[config.mk]
export PLATFORM = sky130hd
export DESIGN_NAME = param_divider
export DESIGN_NICKNAME = d
export VERILOG_FILES = /design/src/rtl/param_divider.sv
export SDC_FILE = /design/constraint.sdc
export NUM_CORES = 1
export LEC_CHECK = 0
export BUFFER_PORTS_ARGS = -buffer_cell sky130_fd_sc_hd__buf_2
export CORE_ASPECT_RATIO = 1.1
export CORE_MARGIN = 3
export CORE_UTILIZATION = 25
export DETAILED_ROUTE_END_ITERATION = 8
export MAX_ROUTING_LAYER = met4
export PLACE_DENSITY = 0.46
export SLEW_MARGIN = 40
export SYNTH_ARGS = -nofsm -noshare
export SYNTH_HDL_FRONTEND = slang
export SYNTH_SLANG_ARGS = --single-unit
[constraint.sdc]
create_clock -name clk -period 4.5 [get_ports clk]
set_input_delay 0.675 -clock clk [delete_from_list [all_inputs] [get_ports clk]]
set_output_delay 0.675 -clock clk [all_outputs]
set_load 0.05 [all_outputs]
[src/rtl/param_divider.sv]
// Sequential restoring divider: 2*WIDTH-bit dividend / WIDTH-bit divisor, one quotient bit per clock.
// Optional PARAM_DIVIDER_FAST_ERR_EN: overflow/divide-by-zero cases finish one cycle after accept.
module param_divider #(
    parameter int WIDTH = 8
) (
    input  logic               clk,
    input  logic               rst,
    input  logic               start,
    input  logic [2*WIDTH-1:0] dividend,
    input  logic [WIDTH-1:0]   divisor,
    output logic               busy,
    output logic               done,
    output logic [WIDTH-1:0]   quotient,
    output logic [WIDTH-1:0]   remainder,
    output logic               overflow,
    output logic               div_by_zero
);

    localparam int CW = $clog2(WIDTH + 1);

    typedef enum logic [1:0] {
        IDLE = 2'd0,
        CALC = 2'd1,
        DONE = 2'd2
    } state_t;

    state_t             state_reg;
    state_t             state_next;

    logic [WIDTH:0]     r_reg;
    logic [WIDTH-1:0]   shift_reg;
    logic [WIDTH-1:0]   lo_reg;
    logic [WIDTH-1:0]   divisor_reg;
    logic [WIDTH-1:0]   q_reg;
    logic [CW-1:0]      cnt_reg;
    logic               ovf_reg;
    logic               dz_reg;

    logic [WIDTH-1:0]   quotient_reg;
    logic [WIDTH-1:0]   remainder_reg;
    logic               overflow_reg;
    logic               div_by_zero_reg;

    logic               accept;
    logic               err_in;
    logic               dz_in;
    logic               last_step;
    logic [WIDTH:0]     r_shift;
    logic               fits;
    logic [WIDTH:0]     r_step;
    logic [WIDTH-1:0]   q_step;

    // A quotient wider than WIDTH bits is exactly the case where the high half already reaches the divisor.
    assign dz_in     = (divisor == '0);
    assign err_in    = (dividend[2*WIDTH-1:WIDTH] >= divisor);
    assign accept    = start && (state_reg != CALC);
    assign last_step = (cnt_reg == CW'(WIDTH - 1));

    // One restoring step: bring down the next dividend bit, subtract when it fits.
    always_comb begin
        r_shift = {r_reg[WIDTH-1:0], shift_reg[WIDTH-1]};
        fits    = (r_shift >= {1'b0, divisor_reg});
        r_step  = fits ? (r_shift - {1'b0, divisor_reg}) : r_shift;
        q_step  = {q_reg[WIDTH-2:0], fits};
    end

    // State register
    always_ff @(posedge clk or posedge rst) begin
        if (rst) begin
            state_reg <= IDLE;
        end else begin
            state_reg <= state_next;
        end
    end

    // Next-state logic
    always_comb begin
        state_next = state_reg;
        case (state_reg)
            IDLE, DONE: begin
                if (start) begin
`ifdef PARAM_DIVIDER_FAST_ERR_EN
                    state_next = err_in ? DONE : CALC;
`else
                    state_next = CALC;
`endif
                end else begin
                    state_next = IDLE;
                end
            end
            CALC: begin
                if (last_step) begin
                    state_next = DONE;
                end
            end
            default: state_next = IDLE;
        endcase
    end

    // Output logic
    always_comb begin
        busy = 1'b0;
        done = 1'b0;
        case (state_reg)
            CALC:    busy = 1'b1;
            DONE:    done = 1'b1;
            default: ;
        endcase
    end

    // Iteration datapath
    always_ff @(posedge clk or posedge rst) begin
        if (rst) begin
            r_reg       <= '0;
            shift_reg   <= '0;
            lo_reg      <= '0;
            divisor_reg <= '0;
            q_reg       <= '0;
            cnt_reg     <= '0;
            ovf_reg     <= 1'b0;
            dz_reg      <= 1'b0;
        end else if (accept) begin
            r_reg       <= {1'b0, dividend[2*WIDTH-1:WIDTH]};
            shift_reg   <= dividend[WIDTH-1:0];
            lo_reg      <= dividend[WIDTH-1:0];
            divisor_reg <= divisor;
            q_reg       <= '0;
            cnt_reg     <= '0;
            ovf_reg     <= err_in;
            dz_reg      <= dz_in;
        end else if (state_reg == CALC) begin
            r_reg       <= r_step;
            shift_reg   <= shift_reg << 1;
            q_reg       <= q_step;
            cnt_reg     <= cnt_reg + CW'(1);
        end
    end

    // Result registers hold until a new result replaces them.
    always_ff @(posedge clk or posedge rst) begin
        if (rst) begin
            quotient_reg    <= '0;
            remainder_reg   <= '0;
            overflow_reg    <= 1'b0;
            div_by_zero_reg <= 1'b0;
        end else if (accept) begin
`ifdef PARAM_DIVIDER_FAST_ERR_EN
            if (err_in) begin
                quotient_reg    <= '1;
                remainder_reg   <= dividend[WIDTH-1:0];
                overflow_reg    <= 1'b1;
                div_by_zero_reg <= dz_in;
            end
`endif
        end else if ((state_reg == CALC) && last_step) begin
            if (ovf_reg) begin
                quotient_reg    <= '1;
                remainder_reg   <= lo_reg;
                overflow_reg    <= 1'b1;
                div_by_zero_reg <= dz_reg;
            end else begin
                quotient_reg    <= q_step;
                remainder_reg   <= r_step[WIDTH-1:0];
                overflow_reg    <= 1'b0;
                div_by_zero_reg <= 1'b0;
            end
        end
    end

    assign quotient    = quotient_reg;
    assign remainder   = remainder_reg;
    assign overflow    = overflow_reg;
    assign div_by_zero = div_by_zero_reg;

endmodule

==> results.json, run 1 <==
{
  "vias_per_cell": 4.475,
  "crit_cells": 6,
  "synth_area_leaders": "dfrtp_1, ha_1, nand2_1, mux2i_1, o21ai_0",
  "netlist.area_leader.share": 0.4707,
  "wl_met2_um": 3955,
  "ant_nets": 0,
  "intPower_mw": 1.927,
  "path_buf_inv": 0,
  "htreeDepth": 3,
  "die_x_um": 118.1,
  "wl_um": 8503,
  "cts_buffers": 9,
  "clkSinkCount": 65,
  "min_period_over_period": 0.5093,
  "layout-drive-gt1-share": 0.2244,
  "initial_core_util": 0.2583,
  "row_count": 44,
  "cap_violations": 0,
  "pwr-share-clk": 0.205,
  "rsz0062_at_grt": "false",
  "core_area_um2": 13380,
  "async_reset_ff_frac": 1.000,
  "routedLengthMet1_um": 4149,
  "dr_wl_met3_um": 345,
  "synthCells": 363,
  "end_kind": "flop",
  "pin_count": 47,
  "worstPathArrival_ps": 2550,
  "fin_skew_ps": 4.239,
  "placed_cells": 578,
  "ys.flop_type": "dfrtp_1",
  "fmax_mhz": 436.3,
  "die_h_um": 129.3,
  "track_usage": 0.1218,
  "dr.pass1.iters": 4,
  "required_ps": 4760,
  "netSwitchingFraction": 0.4421,
  "nNetsFinal": 450,
  "worst-path-max-fanout": 15,
  "cts_tree": "done",
  "slew_headroom": 0.5535,
  "highest_layer": "met4",
  "synth_area_um2": 3456,
  "critical-path-top-delay-family": "compound AO/OA/AOI/OAI gates",
  "fin_crit_ps": 2292,
  "avgSynthCellArea_um2": 9.520,
  "hold_path_class": "input pin to async pin",
  "cts.clk_slew.worst_paths_ps": 60,
  "cts_hold_buf": 0,
  "crit_type": "flop to flop",
  "leakage_nw": 1.924,
  "overflow": 0,
  "p_comb_frac": 0.492,
  "grt_pass1_wl_um": 14150,
  "hold_viol": 0,
  "rr_worst_depth": 6,
  "net-switching-power_mw": 1.527,
  "drc": 0,
  "cts-root-buf": "clkbuf_16",
  "start_kind": "flop",
  "ys_seq_area_frac": 0.4707,
  "power_frac_seq": 0.302,
  "synth_top_cells_by_count": "dfrtp_1, nand2_1, nor2_1",
  "insertion_delay_ps": 340,
  "yosysMostFrequentCell": "dfrtp_1",
  "dp_hpwl_um": 6054,
  "placed_cell_area_um2": 3852,
  "grt_pass1_vias": 2660,
  "slowest_delay_ps": 450,
  "cts_setup_buffers": 0,
  "worstPathCellList": "ha_1 > a21oi_2 > o221ai_2 > a21oi_4 > mux2_2 > a21oi_1",
  "final_cells": 594,
  "area_growth_pct": 20.06,
  "wl_per_cell_um": 14.31,
  "tightest_slew_ps": 669.7,
  "grt_max_degree": 46,
  "place.gp.congestion": 0.7527,
  "drt-initial-drc-count": 164,
  "maxSlewViolCount": 0,
  "ys_ff_latch": 65,
  "synth_edf_count": 0,
  "port_buffers": 46,
  "cts_resized": 0,
  "stdcell_area_um2": 4149,
  "grt_antenna_before_repair": 0,
  "yosys.area.top_type": "dfrtp_1",
  "setup_viol": 0,
  "yosysWarnings": 0,
  "powerDensity_nw_per_um2": 832.5,
  "ir_worst_vdd_mv": 0.2862,
  "dieArea_um2": 15270,
  "cts_buffer_depth": 2,
  "synth_nets": 408,
  "synth_cell_type_count": 57,
  "tns_ps": 0,
  "slowest_stage": "a21oi_4",
  "vias": 2658,
  "run_status": "finished, final reports clean",
  "antenna_cells": 0
}
## metrics by stage
stage	hold WS [ps]	power, mW	setup slack [ps]	util
2_1_floorplan	449.2	2.388	2199	-
3_3_place_gp	466.5	2.752	1993	0.2876
3_5_place_dp	465.6	2.775	1998	0.2880
4_1_cts	426.2	3.497	1983	0.3101
5_1_grt	458.0	3.737	2009	0.3101
6_report	403.6	3.454	2208	0.3101
## kinds of logic (layout without fill, tap and decap cells)
| group | count (synthesis) | after routing | share of synthesized area |
|---|---|---|---|
| adder cells (fa/ha/maj) | 18 | 18 | 0.06734 |
| AND/OR/NAND/NOR | 122 | 122 | 0.1629 |
| buffers and inverters | 41 | 88 | 0.05105 |
| flip-flops | 65 | 65 | 0.4707 |
| XOR/XNOR | 4 | 4 | 0.01014 |
| multiplexers | 25 | 25 | 0.07639 |
| AO/OA/AOI/OAI | 88 | 88 | 0.1615 |
## layout make-up
class | count | area (µm²)
fillers | 1430 | 9229
inverters | 24 | 95.09
multi-input cells | 257 | 1655
well taps | 184 | 230.2
clock buffers | 10 | 239.0
clock inverters | 6 | 57.56
repair buffers | 48 | 245.2
flip-flops and latches | 65 | 1627
## worst paths after layout
path	startpoint	endpoint	slack (ps)
setup / recovery	r_reg[5]$_DFFE_PP0P_	r_reg[1]$_DFFE_PP0P_	2210
setup reg to reg	r_reg[5]$_DFFE_PP0P_	r_reg[1]$_DFFE_PP0P_	2210
hold reg to reg	shift_reg[3]$_DFFE_PP0P_	shift_reg[4]$_DFFE_PP0P_	480
min in group clk	shift_reg[3]$_DFFE_PP0P_	shift_reg[4]$_DFFE_PP0P_	480
max in group asynchronous	rst	lo_reg[2]$_DFFE_PP0P_	3370
hold / removal	rst	quotient[3]$_DFFE_PP0P_	400
## per-layer routing
layer,global-route usage,up-vias
met2,0.1897,48
met4,0.03724,0
met3,0.03492,6
li1,-,1340
met1,0.1545,1264
met5,-,-
## power groups by stage
stage | Clock, mW | Combinational [mW] | Sequential, mW
floorplan | 0 | 1.17 | 1.22
global placement | 0 | 1.70 | 1.06
detailed placement | 0 | 1.72 | 1.06
CTS | 0.722 | 1.73 | 1.05
global route | 0.747 | 1.91 | 1.08
finish | 0.709 | 1.70 | 1.04
## cell usage in the layout, fill, tap and decap left out, types with 3 or more instances in the layout
cell type  netlist  final
a21oi_1         27     27
dfrtp_1         65     65
clkbuf_16        0      9
nor2_1          34     34
nand2b_1         3      3
nor2b_1          8      8
inv_1           22     20
xnor2_1          3      3
o21ai_0         28     28
mux2i_1         14     14
clkinv_2         0      4
a211oi_1         5      5
ha_1            17     17
nand3_1          8      8
buf_2            4     46
mux2_2          11     11
nand2_1         47     46
and3_1           7      7
(Power assumes the default switching activity.)
==> inputs of run 2 (changes only) <==
ABC_AREA = 1   (was unset)
PLACE_DENSITY = 0.48   (was 0.46)
clock period = 2.04 ns   (was 4.5 ns; I/O delays follow)
==> run 2 against run 1 <==
Clock-buffer cell count unchanged. Power up 130%. Via count up 6.9%. The run now ends with hold timing left. Register-to-register slack worse by 2000 ps. Largest cell class is now flip-flops and latches.
==> results.json, run 2 <==
{
  "vias_per_cell": 4.306,
  "p_comb_frac": 0.523,
  "wl_um": 9302,
  "synth_edf_count": 0,
  "drc": 0,
  "placed_cell_area_um2": 3865,
  "yosys.area.top_type": "dfrtp_1",
  "vias": 2842,
  "cts_buffers": 9,
  "grt_antenna_before_repair": 0,
  "cts_tree": "done",
  "cts.clk_slew.worst_paths_ps": 60,
  "power_frac_seq": 0.280,
  "required_ps": 2260,
  "die_h_um": 128.5,
  "synth_nets": 463,
  "maxSlewViolCount": 0,
  "insertion_delay_ps": 330,
  "start_kind": "flop",
  "stdcell_area_um2": 4200,
  "synth_area_um2": 3411,
  "placed_cells": 644,
  "powerDensity_nw_per_um2": 1903,
  "net-switching-power_mw": 3.724,
  "synth_top_cells_by_count": "nand2_1, inv_1, dfrtp_1",
  "grt_busiest_layer": "met2",
  "layout_common_cells": "nand2_1, inv_1, dfrtp_1",
  "ir_worst_vdd_mv": 0.4929,
  "fmax_mhz": 545.9,
  "rsz0062_at_grt": "false",
  "tns_ps": 0,
  "intPower_mw": 4.271,
  "final_common_cell": "nand2_1",
  "htreeDepth": 3,
  "worst-path-max-fanout": 11,
  "drt-initial-drc-count": 157,
  "initial_core_util": 0.2571,
  "cts-root-buf": "clkbuf_16",
  "pin_count": 47,
  "area_growth_pct": 23.15,
  "fin_skew_ps": 4.941,
  "hold_path_class": "input pin to async pin",
  "die_x_um": 117.4,
  "grt_use_met1": 0.1761,
  "ys_seq_area_frac": 0.4769,
  "leakage_nw": 2.160,
  "core_area_um2": 13270,
  "yosysWarnings": 0,
  "fill_cells": 1434,
  "violations": "hold timing",
  "dp_hpwl_um": 7106,
  "synthCells": 418,
  "synth_cell_type_count": 33,
  "pwr-share-clk": 0.197,
  "layout-drive-gt1-share": 0.2038,
  "ant_nets": 0,
  "grt_pass1_wl_um": 15810,
  "clkSinkCount": 65,
  "power.total_mw": 7.995,
  "dr.pass1.iters": 4,
  "crit_type": "flop to flop",
  "synth_area_leaders": "dfrtp_1, nand2_1, inv_1, ha_1, nand3_1",
  "grt_pass1_vias": 3054,
  "min_period_over_period": 0.8979,
  "cts_setup_buffers": 0,
  "grt_max_degree": 49,
  "cap_violations": 0,
  "avgSynthCellArea_um2": 8.160,
  "netSwitchingFraction": 0.4658,
  "place.gp.congestion": 0.8772,
  "setup_viol": 0,
  "gr-usage-met3": 0.02286,
  "hold_viol": 17,
  "slew_headroom": 0.6823,
  "grtUsageMet2": 0.2150,
  "async_reset_ff_frac": 1.000,
  "wl_per_cell_um": 14.09,
  "hold_ws_ps": -11.42,
  "ys.flop_type": "dfrtp_1",
  "netlist.area_leader.share": 0.4769,
  "nNetsFinal": 516,
  "final_cells": 660,
  "ys_ff_latch": 65,
  "row_count": 44,
  "yosysMostFrequentCell": "nand2_1",
  "worstPathArrival_ps": 2050,
  "port_buffers": 46,
  "antenna_cells": 0,
  "overflow": 0,
  "tightest_slew_ps": 475.9,
  "track_usage": 0.1371,
  "cts_buffer_depth": 2,
  "dieArea_um2": 15080,
  "run_status": "finished, violations left",
  "fin_crit_ps": 1832,
  "end_kind": "flop"
}
[run 2: cell types whose count changed in the layout (fill, tap and decap cells not counted), sizes merged, moves of 3 or more]
cell and delta:
o21ai -5, inv +52, a211oi -4, mux2i -14
buf +7, nand2 +61, a21oi -8, and3 -7
mux2 -11, nand2b -3, o22ai +8, nor2b -8
nand3 +21
[run 2: layer usage]
metal  vias up  routed length [µm]
met3        19                 273
li1       1442                   -
met5         -                   0
met1      1323                4540
met4         0                 228
met2        58                4260
[run 2: area by class of cell]
class | instances | area [µm²] | share of cell area
flip-flops and latches | 65 | 1627 | 0.3873
well taps | 184 | 230.2 | 0.05481
multi-input cells | 266 | 1450 | 0.3452
clock buffers | 10 | 239.0 | 0.05690
repair buffers | 55 | 310.3 | 0.07388
clock inverters | 6 | 66.31 | 0.01579
inverters | 74 | 277.8 | 0.06613
[run 2: cell families after synthesis]
family / share of synthesized area
buffers and inverters: 0.1068
XOR/XNOR: 0.007705
adder cells (fa/ha/maj): 0.06823
flip-flops: 0.4769
AO/OA/AOI/OAI: 0.1137
AND/OR/NAND/NOR: 0.2267
[run 2: power by group through the flow]
| stage | logic [mW] | clock network (mW) | registers (mW) |
|---|---|---|---|
| floorplan | 2.70 | 0 | 2.70 |
| finish | 4.18 | 1.57 | 2.24 |
| CTS | 4.16 | 1.61 | 2.24 |
| global placement | 4.12 | 0 | 2.25 |
| detailed placement | 4.14 | 0 | 2.25 |
| global route | 4.77 | 1.68 | 2.32 |
[run 2: final timing paths]
check	slack (ps)	startpoint	end	cells past startpoint
max in group asynchronous	1430	rst	lo_reg[2]$_DFFE_PP0P_	3
min	-10	rst	r_reg[5]$_DFFE_PP0P_	2
min reg2reg	470	lo_reg[0]$_DFFE_PP0P_	lo_reg[0]$_DFFE_PP0P_	2
min in group clk	200	divisor[3]	divisor_reg[3]$_DFFE_PP0P_	3
max	210	r_reg[5]$_DFFE_PP0P_	remainder[6]$_DFFE_PP0P_	11
max reg2reg	210	r_reg[5]$_DFFE_PP0P_	remainder[6]$_DFFE_PP0P_	11
[run 2: repair_timing]
| item | CTS | global route |
|---|---|---|
| setup endpoints to repair | 0 | 6 |
| hold buffers | 0 | 0 |
| gates resized for setup | 0 | 5 |
[run 2: metrics by stage]
stage,utilization,setup WS (ps)
6_report,0.3166,208.2
5_1_grt,0.3166,41.08
4_1_cts,0.3143,81.04
3_5_place_dp,0.2913,94.78
3_3_place_gp,0.2913,111.2
2_1_floorplan,-,107.5
[run 2: worst max-delay path: stages, from the launching register on]
cell and delay, ps:
dfrtp_1 380, ha_1 360, nand2_1 90, nand2_1 70, nand2_1 60, nand2_1 100
nor2_4 180, nand2_4 140, inv_2 120, nand2_1 70, nand3_1 90, nand2_1 50
